<file path="config.mk">
export PLATFORM = sky130hd
export DESIGN_NAME = rv64_decode_stage
export DESIGN_NICKNAME = d
export VERILOG_FILES = /design/src/rtl/rv64_decode_stage.sv
export SDC_FILE = /design/constraint.sdc
export NUM_CORES = 1
export LEC_CHECK = 0
export CORE_MARGIN = 10
export CORE_UTILIZATION = 43
export DETAILED_ROUTE_END_ITERATION = 12
export GPL_TIMING_DRIVEN = 0
export HOLD_SLACK_MARGIN = 0.1
export MAX_ROUTING_LAYER = met4
export PLACE_DENSITY_LB_ADDON = 0.05
export SLEW_MARGIN = 20
export SYNTH_ARGS = -nofsm -noshare
export SYNTH_HDL_FRONTEND = slang
export SYNTH_SLANG_ARGS = --single-unit
export TNS_END_PERCENT = 10
</file>
<file path="constraint.sdc">
create_clock -name clk -period 2.5 [get_ports clk]
set_clock_uncertainty 0.15 [all_clocks]
set_input_delay 0.625 -clock clk [delete_from_list [all_inputs] [get_ports clk]]
set_output_delay 0.625 -clock clk [all_outputs]
set_load 0.02 [all_outputs]
</file>
<file path="src/rtl/rv64_decode_stage.sv">
// rv64_decode_stage
//   Registered decoder for the RV64IM subset used by the core (ADDI, ADD, SUB,
//   AND, OR, MUL, LD, SD, BEQ, BNE). A fetched 32-bit word is cracked into
//   register indices, a sign-extended immediate and control strobes, then held
//   in a one-entry output register with a valid/ready handshake.
//
// Ports
//   clk          rising-edge clock
//   rst          asynchronous reset, active low
//   in_valid     fetch presents in_inst / in_pc
//   in_ready     stage can accept (output register empty or being drained)
//   in_inst      raw instruction word
//   in_pc        byte PC of in_inst
//   flush        kill the held bundle and the incoming word (taken branch)
//   out_valid    decoded bundle valid
//   out_ready    execute consumes the bundle
//   out_pc       PC of the held instruction
//   rs1/rs2/rd   register indices, always raw-extracted
//   imm          sign-extended immediate (I/S/B form by opcode, 0 otherwise)
//   alu_op       0 ADD, 1 SUB, 2 AND, 3 OR, 4 MUL, 7 none
//   alu_src_imm  operand B comes from imm
//   reg_write    writes rd (never for rd == x0)
//   mem_read     LD
//   mem_write    SD
//   branch       BEQ/BNE
//   branch_ne    1 = BNE, 0 = BEQ
//   illegal      unsupported encoding
//   decoded_cnt  bundles handed off
//   illegal_cnt  handed-off bundles flagged illegal
module rv64_decode_stage #(
  parameter int XLEN  = 64,
  parameter int CNT_W = 32
) (
  input  logic             clk,
  input  logic             rst,
  input  logic             in_valid,
  output logic             in_ready,
  input  logic [31:0]      in_inst,
  input  logic [XLEN-1:0]  in_pc,
  input  logic             flush,
  output logic             out_valid,
  input  logic             out_ready,
  output logic [XLEN-1:0]  out_pc,
  output logic [4:0]       rs1,
  output logic [4:0]       rs2,
  output logic [4:0]       rd,
  output logic [XLEN-1:0]  imm,
  output logic [2:0]       alu_op,
  output logic             alu_src_imm,
  output logic             reg_write,
  output logic             mem_read,
  output logic             mem_write,
  output logic             branch,
  output logic             branch_ne,
  output logic             illegal,
  output logic [CNT_W-1:0] decoded_cnt,
  output logic [CNT_W-1:0] illegal_cnt
);

  typedef enum logic [2:0] {
    ALU_ADD  = 3'd0,
    ALU_SUB  = 3'd1,
    ALU_AND  = 3'd2,
    ALU_OR   = 3'd3,
    ALU_MUL  = 3'd4,
    ALU_NONE = 3'd7
  } alu_e;

  localparam logic [6:0] OPC_OPIMM  = 7'b0010011;
  localparam logic [6:0] OPC_OP     = 7'b0110011;
  localparam logic [6:0] OPC_LOAD   = 7'b0000011;
  localparam logic [6:0] OPC_STORE  = 7'b0100011;
  localparam logic [6:0] OPC_BRANCH = 7'b1100011;

  function automatic logic signed [XLEN-1:0] sext12(input logic [11:0] v);
    return XLEN'($signed(v));
  endfunction

  function automatic logic signed [XLEN-1:0] sext13(input logic [12:0] v);
    return XLEN'($signed(v));
  endfunction

  // Combinational decode of the incoming word
  logic [6:0] opcode;
  logic [2:0] funct3;
  logic [6:0] funct7;

  assign opcode = in_inst[6:0];
  assign funct3 = in_inst[14:12];
  assign funct7 = in_inst[31:25];

  logic signed [XLEN-1:0] dec_imm;
  alu_e                   dec_alu;
  logic                   dec_src_imm;
  logic                   dec_rw;
  logic                   dec_mr;
  logic                   dec_mw;
  logic                   dec_br;
  logic                   dec_bne;
  logic                   dec_ill;

  always_comb begin
    dec_imm     = '0;
    dec_alu     = ALU_NONE;
    dec_src_imm = 1'b0;
    dec_rw      = 1'b0;
    dec_mr      = 1'b0;
    dec_mw      = 1'b0;
    dec_br      = 1'b0;
    dec_bne     = 1'b0;
    dec_ill     = 1'b1;
    // Full 7-bit opcode compare also rejects compressed words (inst[1:0] != 2'b11).
    case (opcode)
      OPC_OPIMM: begin
        if (funct3 == 3'b000) begin
          dec_ill     = 1'b0;
          dec_alu     = ALU_ADD;
          dec_src_imm = 1'b1;
          dec_rw      = 1'b1;
          dec_imm     = sext12(in_inst[31:20]);
        end
      end
      OPC_OP: begin
        dec_ill = 1'b0;
        dec_rw  = 1'b1;
        if (funct3 == 3'b000 && funct7 == 7'b0000000)      dec_alu = ALU_ADD;
        else if (funct3 == 3'b000 && funct7 == 7'b0100000) dec_alu = ALU_SUB;
        else if (funct3 == 3'b000 && funct7 == 7'b0000001) dec_alu = ALU_MUL;
        else if (funct3 == 3'b111 && funct7 == 7'b0000000) dec_alu = ALU_AND;
        else if (funct3 == 3'b110 && funct7 == 7'b0000000) dec_alu = ALU_OR;
        else begin
          dec_ill = 1'b1;
          dec_rw  = 1'b0;
        end
      end
      OPC_LOAD: begin
        if (funct3 == 3'b011) begin
          dec_ill     = 1'b0;
          dec_alu     = ALU_ADD;
          dec_src_imm = 1'b1;
          dec_mr      = 1'b1;
          dec_rw      = 1'b1;
          dec_imm     = sext12(in_inst[31:20]);
        end
      end
      OPC_STORE: begin
        if (funct3 == 3'b011) begin
          dec_ill     = 1'b0;
          dec_alu     = ALU_ADD;
          dec_src_imm = 1'b1;
          dec_mw      = 1'b1;
          dec_imm     = sext12({in_inst[31:25], in_inst[11:7]});
        end
      end
      OPC_BRANCH: begin
        if (funct3 == 3'b000 || funct3 == 3'b001) begin
          dec_ill = 1'b0;
          dec_alu = ALU_SUB;
          dec_br  = 1'b1;
          dec_bne = funct3[0];
          dec_imm = sext13({in_inst[31], in_inst[7], in_inst[30:25],
                            in_inst[11:8], 1'b0});
        end
      end
      default: ;
    endcase
    // x0 is hardwired, so writes to it (including the canonical NOP) are suppressed.
    if (in_inst[11:7] == 5'd0) dec_rw = 1'b0;
  end

  // Handshake and counter control
  logic             valid_q, valid_d;
  logic [CNT_W-1:0] dec_cnt_q, dec_cnt_d;
  logic [CNT_W-1:0] ill_cnt_q, ill_cnt_d;
  logic             ill_q;
  logic             accept;
  logic             handoff;

  assign in_ready = !valid_q || out_ready;
  // Flush overrides both sides: nothing is loaded and nothing counts as handed off.
  assign accept   = in_valid && in_ready && !flush;
  assign handoff  = valid_q && out_ready && !flush;

  always_comb begin
    valid_d   = valid_q;
    dec_cnt_d = dec_cnt_q;
    ill_cnt_d = ill_cnt_q;
    if (flush)        valid_d = 1'b0;
    else if (accept)  valid_d = 1'b1;
    else if (handoff) valid_d = 1'b0;
    if (handoff) begin
      dec_cnt_d = dec_cnt_q + CNT_W'(1);
      if (ill_q) ill_cnt_d = ill_cnt_q + CNT_W'(1);
    end
  end

  // Output register stage
  logic [XLEN-1:0]        pc_q;
  logic [4:0]             rs1_q, rs2_q, rd_q;
  logic signed [XLEN-1:0] imm_q;
  alu_e                   alu_q;
  logic                   src_imm_q, rw_q, mr_q, mw_q, br_q, bne_q;

  always_ff @(posedge clk or negedge rst) begin
    if (!rst) begin
      valid_q   <= 1'b0;
      dec_cnt_q <= '0;
      ill_cnt_q <= '0;
      pc_q      <= '0;
      rs1_q     <= '0;
      rs2_q     <= '0;
      rd_q      <= '0;
      imm_q     <= '0;
      alu_q     <= ALU_NONE;
      src_imm_q <= 1'b0;
      rw_q      <= 1'b0;
      mr_q      <= 1'b0;
      mw_q      <= 1'b0;
      br_q      <= 1'b0;
      bne_q     <= 1'b0;
      ill_q     <= 1'b0;
    end else begin
      valid_q   <= valid_d;
      dec_cnt_q <= dec_cnt_d;
      ill_cnt_q <= ill_cnt_d;
      if (accept) begin
        pc_q      <= in_pc;
        rs1_q     <= in_inst[19:15];
        rs2_q     <= in_inst[24:20];
        rd_q      <= in_inst[11:7];
        imm_q     <= dec_imm;
        alu_q     <= dec_alu;
        src_imm_q <= dec_src_imm;
        rw_q      <= dec_rw;
        mr_q      <= dec_mr;
        mw_q      <= dec_mw;
        br_q      <= dec_br;
        bne_q     <= dec_bne;
        ill_q     <= dec_ill;
      end
    end
  end

  assign out_valid   = valid_q;
  assign out_pc      = pc_q;
  assign rs1         = rs1_q;
  assign rs2         = rs2_q;
  assign rd          = rd_q;
  assign imm         = imm_q;
  assign alu_op      = alu_q;
  assign alu_src_imm = src_imm_q;
  assign reg_write   = rw_q;
  assign mem_read    = mr_q;
  assign mem_write   = mw_q;
  assign branch      = br_q;
  assign branch_ne   = bne_q;
  assign illegal     = ill_q;
  assign decoded_cnt = dec_cnt_q;
  assign illegal_cnt = ill_cnt_q;

endmodule

</file>
# Word-level counts from Yosys, hierarchy flattened

Cells that the tools add are included.

Add/subtract/negate cells: 2
Equality and inequality tests: 11
Multiplexer cells: 42
Reduce and logical (&&, ||, !) cells: 19

Operators with widths:

| kind                    | number |
|---|---|
| $mux W64                | 4 |
| $pmux W64 S4            | 1 |
| $add A32 B1 Y32 const B | 2 |
| $mux W1                 | 25 |
| $mux W3                 | 8 |
| $eq A7 B6 Y1 const B    | 3 |
| $pmux W3 S4             | 1 |
| $logic_and A1 B1 Y1     | 9 |
| $eq A7 B1 Y1 const B    | 1 |
| $eq A7 B2 Y1 const B    | 1 |
| $eq A7 B5 Y1 const B    | 1 |
| $eq A7 B7 Y1 const B    | 1 |
| $logic_not A7 Y1        | 1 |
| $eq A3 B3 Y1 const B    | 2 |
| $logic_not A5 Y1        | 1 |
| $pmux W1 S4             | 1 |
| $eq A3 B1 Y1 const B    | 1 |
| $eq A3 B2 Y1 const B    | 1 |
| $logic_not A3 Y1        | 1 |
| $pmux W1 S3             | 1 |
| $reduce_bool A3 Y1      | 1 |
| $logic_not A1 Y1        | 2 |
| $logic_or A1 B1 Y1      | 2 |
| $pmux W1 S2             | 1 |
| 2 further kinds         | 2 |

Bits in registers: 218
Input port bits: 101
Word-level logic and storage cells: 90

# Longest topological paths before layout

Word-level depth: 9
Gate-level depth with buffers: 7

# Worst setup path before layout

No wires, ideal clock.

Path type: flip-flop to output port
Start: register, netlist name imm[62]
End: output port imm[13]
Arrival: 1.488 ns
Required time: 1.725 ns
Path slack: 0.237 ns
Stages on the path, launching flop included: 2
Path through: dfrtp_1 buf_4

RTL lines:

| item             | line | RTL |
|---|---|---|
| end: declaration | 47   | `output logic [XLEN-1:0] imm,` |

# Worst setup path after layout

Start: input port flush
End: register dec_cnt_q[29] (netlist: decoded_cnt[29])

Cells in the longest elaborated chain, start to end: 2

RTL lines:

| item                   | line | RTL |
|---|---|---|
| start: declaration     | 40   | `input logic flush,` |
| $logic_not A1 Y1       | 182  | `assign handoff = valid_q && out_ready && !flush;` |
| $logic_and A1 B1 Y1    | 182  |  |
| end signal: assignment | 224  | `dec_cnt_q <= dec_cnt_d;` |
| end: declaration       | 173  | `logic [CNT_W-1:0] dec_cnt_q, dec_cnt_d;` |

No other way between the ends.
A chain may end at the register's enable or synchronous reset.

==> key figures <==
Die
  • Die ar.: 23,060 um^2
  • Die W: 151.9 um
  • Initial cell density of the core: 43.53%
  • CORE AREA: 17,180 um^2
  • Num rows: 48
  • IO Count: 320
  • Die H: 151.9 um

Finish
  • Post-layout net count: 1,215
  • Cell area after layout: 11,550 um^2
  • Share of layout cells above drive strength 1: 14.95%
  • Final Util: 67.23%
  • Area Growth Syn to Fin: 54.43%
  • Fin cells: 1,350

Global route
  • Largest net degree at the start of global routing: 85
  • Initial antenna violation count: 1
  • Vias in the first global route: 6,620
  • Gr ovfl total: 0
  • GRT Util Overall: 21.01%
  • First-pass GRT wire length: 37.78 mm

STA
  • Endpoints failing hold: 0
  • Slew @ Worst Pin: 0.6614 ns
  • Slew headroom: 55.91%
  • PnR worst setup slack: 0.05555 ns
  • Final worst-path cycle share: 97.78%
  • Final Max Tran Viols: 0
  • RSZ-0062 raised after global routing: yes
  • Fmax: 409.1 MHz
  • Setup violators final: 0
  • Crit path time final: 2.444 ns

Routing
  • Initial DRC Count: 363
  • DRC viols: 0
  • Vias: 6,496
  • Drt first pass iters: 6
  • Detail Route Antenna Nets: 0
  • Routed WL: 24.01 mm
  • Vias per inst: 4.812
  • Wire per inst: 17.79 um

Placement
  • Dpl cell area: 10,970 um^2
  • Post-DP HPWL: 18.49 mm
  • Port bufs: 317
  • Placer Congestion: 0.8420
  • Place WS: -0.7720 ns
  • Post-Place Cells: 1,312

Worst setup path
  • Worst setup EP type: flop
  • WS Path Type: input pin to flop
  • Critical Path AT: 2.64 ns
  • Crit path max fanout: 10
  • Flop2flop setup slack: 0.37 ns
  • Slowest CP cell: clkdlybuf4s50_1
  • Worst Setup Start Kind: input pin
  • Critical Path RT: 2.69 ns
  • Crit-path cells: clkdlybuf4s50_1, and3b_1, buf_6, nand4_4, or4b_1, buf_2, nor3_4, xor2_1
  • R2R cell count: 6
  • CP peak stage delay: 0.48 ns

Power
  • PD cells: 635.9 nW/um^2
  • Pleak: 5.505 nW
  • Sw Ratio: 28.57%
  • Tot Pwr: 7.343 mW
  • NetSw: 2.098 mW
  • Max rail drop VDD: 0.4785 mV
  • Combinational Power Share: 20.7%
  • Clock network power share: 36.4%
  • Seq pwr share: 42.9%
  • Internal power: 5.245 mW

Run
  • Number of max-cap violations: 0

Yosys
  • Synth top area share: 54.89%
  • Post-Syn Area: 7477 um^2
  • Syn Area/Cell: 9.723 um^2
  • Asr flop ratio synth: 100.0%
  • Post-synthesis cell type with the largest combined area: dfrtp_1
  • Net Count, Synth: 872
  • Sequential area share after synthesis: 55.94%
  • EDFF count, synth: 0
  • Top post-synthesis cells by area: dfrtp_1, nand2_1, xnor2_1, buf_4, nand3_1
  • Ys flop type: dfrtp_1
  • Seq cells post-synth: 167
  • Yosys synthesis warning count: 0
  • Unique cell type count in the Yosys netlist: 58
  • Post-Syn Instances: 769

Clock network
  • Num CTS Buffers: 17
  • TritonCTS clock tree: yes
  • Root Buffer: clkbuf_16
  • Clk Latency, worst-skew pair: 0.42 ns
  • Clk slew on worst S/H paths: 0.07 ns
  • # H-tree levels: 4
  • Clk sink count: 167
  • Deepest clock path buffer count: 2

Status
  • Status: finished, final reports clean

Hold path
  • Worst Hold Path Cells: 2
  • Worst hold path type: flop to flop
==> Yosys cell counts, types with 2 or more instances <==
master      n
clkbuf_1   25
inv_1       9
a22o_1      8
nand3_1    36
nor3b_1     2
mux2_2      2
nand4_1     9
o22a_1      3
nor3_1      8
a21oi_1     4
nand3_2     2
dfstp_2     3
nand3b_1    3
nor3_2      2
xor2_1     15
a31oi_1     2
a22oi_1     5
ha_1        2
and3_1     13
xnor2_1    47
nand2_1   268
buf_4      51
nor2b_1     3
o21ai_0    16
dfrtp_1   164
and2_1      4
nor2_1     24
and4_1      9
==> power groups by stage <==
stage	clock network (mW)	logic [mW]	registers [mW]
2_1_floorplan	0	0.324	3.48
3_3_place_gp	0	1.52	3.18
3_5_place_dp	0	1.53	3.20
4_1_cts	2.74	1.54	3.15
5_1_grt	2.85	1.65	3.19
6_report	2.67	1.52	3.15
==> cells in the final DEF (no fill, tap or decap), drive strengths merged, types with 2 or more instances in the layout <==
cell	instances
and3	13
xor2	15
dfstp	3
nor3	11
and4	9
a22o	8
buf	110
nor3b	2
nor2b	3
clkbuf	41
o21ai	16
a21oi	4
and2	4
mux2	2
clkdlybuf4s50	263
dlygate4sd2	5
dfrtp	164
nor4	2
nand4	11
bufinv	3
inv	14
o22a	3
nor2	24
a22oi	5
ha	2
nand3b	3
nand2	268
nand3	38
a31oi	2
xnor2	47
clkinvlp	4
==> logic make-up after synthesis <==
kind of cell | synth area share [%]
muxes | 0.4351
and+or+nand+nor | 24.18
xor gates and xnor gates | 7.262
DFF | 55.94
buffers and inverters | 7.095
adders and majority gates | 0.3346
AOI/OAI and AO/OA | 4.753
==> timing repair <==
action	4_1_cts	5_1_grt
hold buffers	1	0
buffers inserted	4	1
resized for setup	57	20
pin swaps	0	1
endpoints found under the hold margin	74	0
setup endpoints to repair	142	95
==> registers in the layout, summed over array words and instances, names as in the netlist <==
register,count
rs1,5
out_pc,64
mem_write,1
alu_op,3
out_valid,1
reg_write,1
illegal,1
branch,1
rs2,5
branch_ne,1
decoded_cnt,32
imm,13
alu_src_imm,1
illegal_cnt,32
mem_read,1
rd,5
==> worst max-delay path, delay by kind of cell <==
family / cells / cell delay (ns)
xor+xnor: 1 / 0.15
buf+inv: 3 / 0.83
simple gates: 4 / 1.02
==> metrics by stage <==
stage	setup TNS (ns)	hold slack, ns
2_1_floorplan	0	0.1794
3_3_place_gp	-1170.09	0.3036
3_5_place_dp	-73.62	0.3118
4_1_cts	-0.03460	0.3278
5_1_grt	-1.362	0.3401
6_report	0	0.3197
==> area by class of cell <==
class,count,area (um^2)
Multi-Input combinational cell,514,2799
Sequential cell,167,4187
Fill cell,1471,5629
Buffer,79,506.7
Clock inverter,13,168.9
Inverter,9,33.78
Timing Repair Buffer,324,3139
Tap cell,225,281.5
Antenna cell,1,2.502
Clock buffer,18,429.2
==> final timing paths <==
check | startpoint | endpoint
max | flush | decoded_cnt[29]
min | out_pc[0] | out_pc[0]
min reg2reg | out_pc[0] | out_pc[0]
max reg2reg | out_valid | out_pc[15]
max in group asynchronous | rst | decoded_cnt[21]
min in group asynchronous | rst | decoded_cnt[13]
==> routing by layer <==
layer	share of wire (%)	track usage, %	wire [um]	up-vias
met5	0	-	0	-
met4	1.3	5.273	304	0
met3	9.9	9.483	2382	20
met2	50	34.08	11900	220
met1	39	23.13	9422	3101
li1	-	-	-	3155
Note: power is estimated with default switching activity, not from simulation.
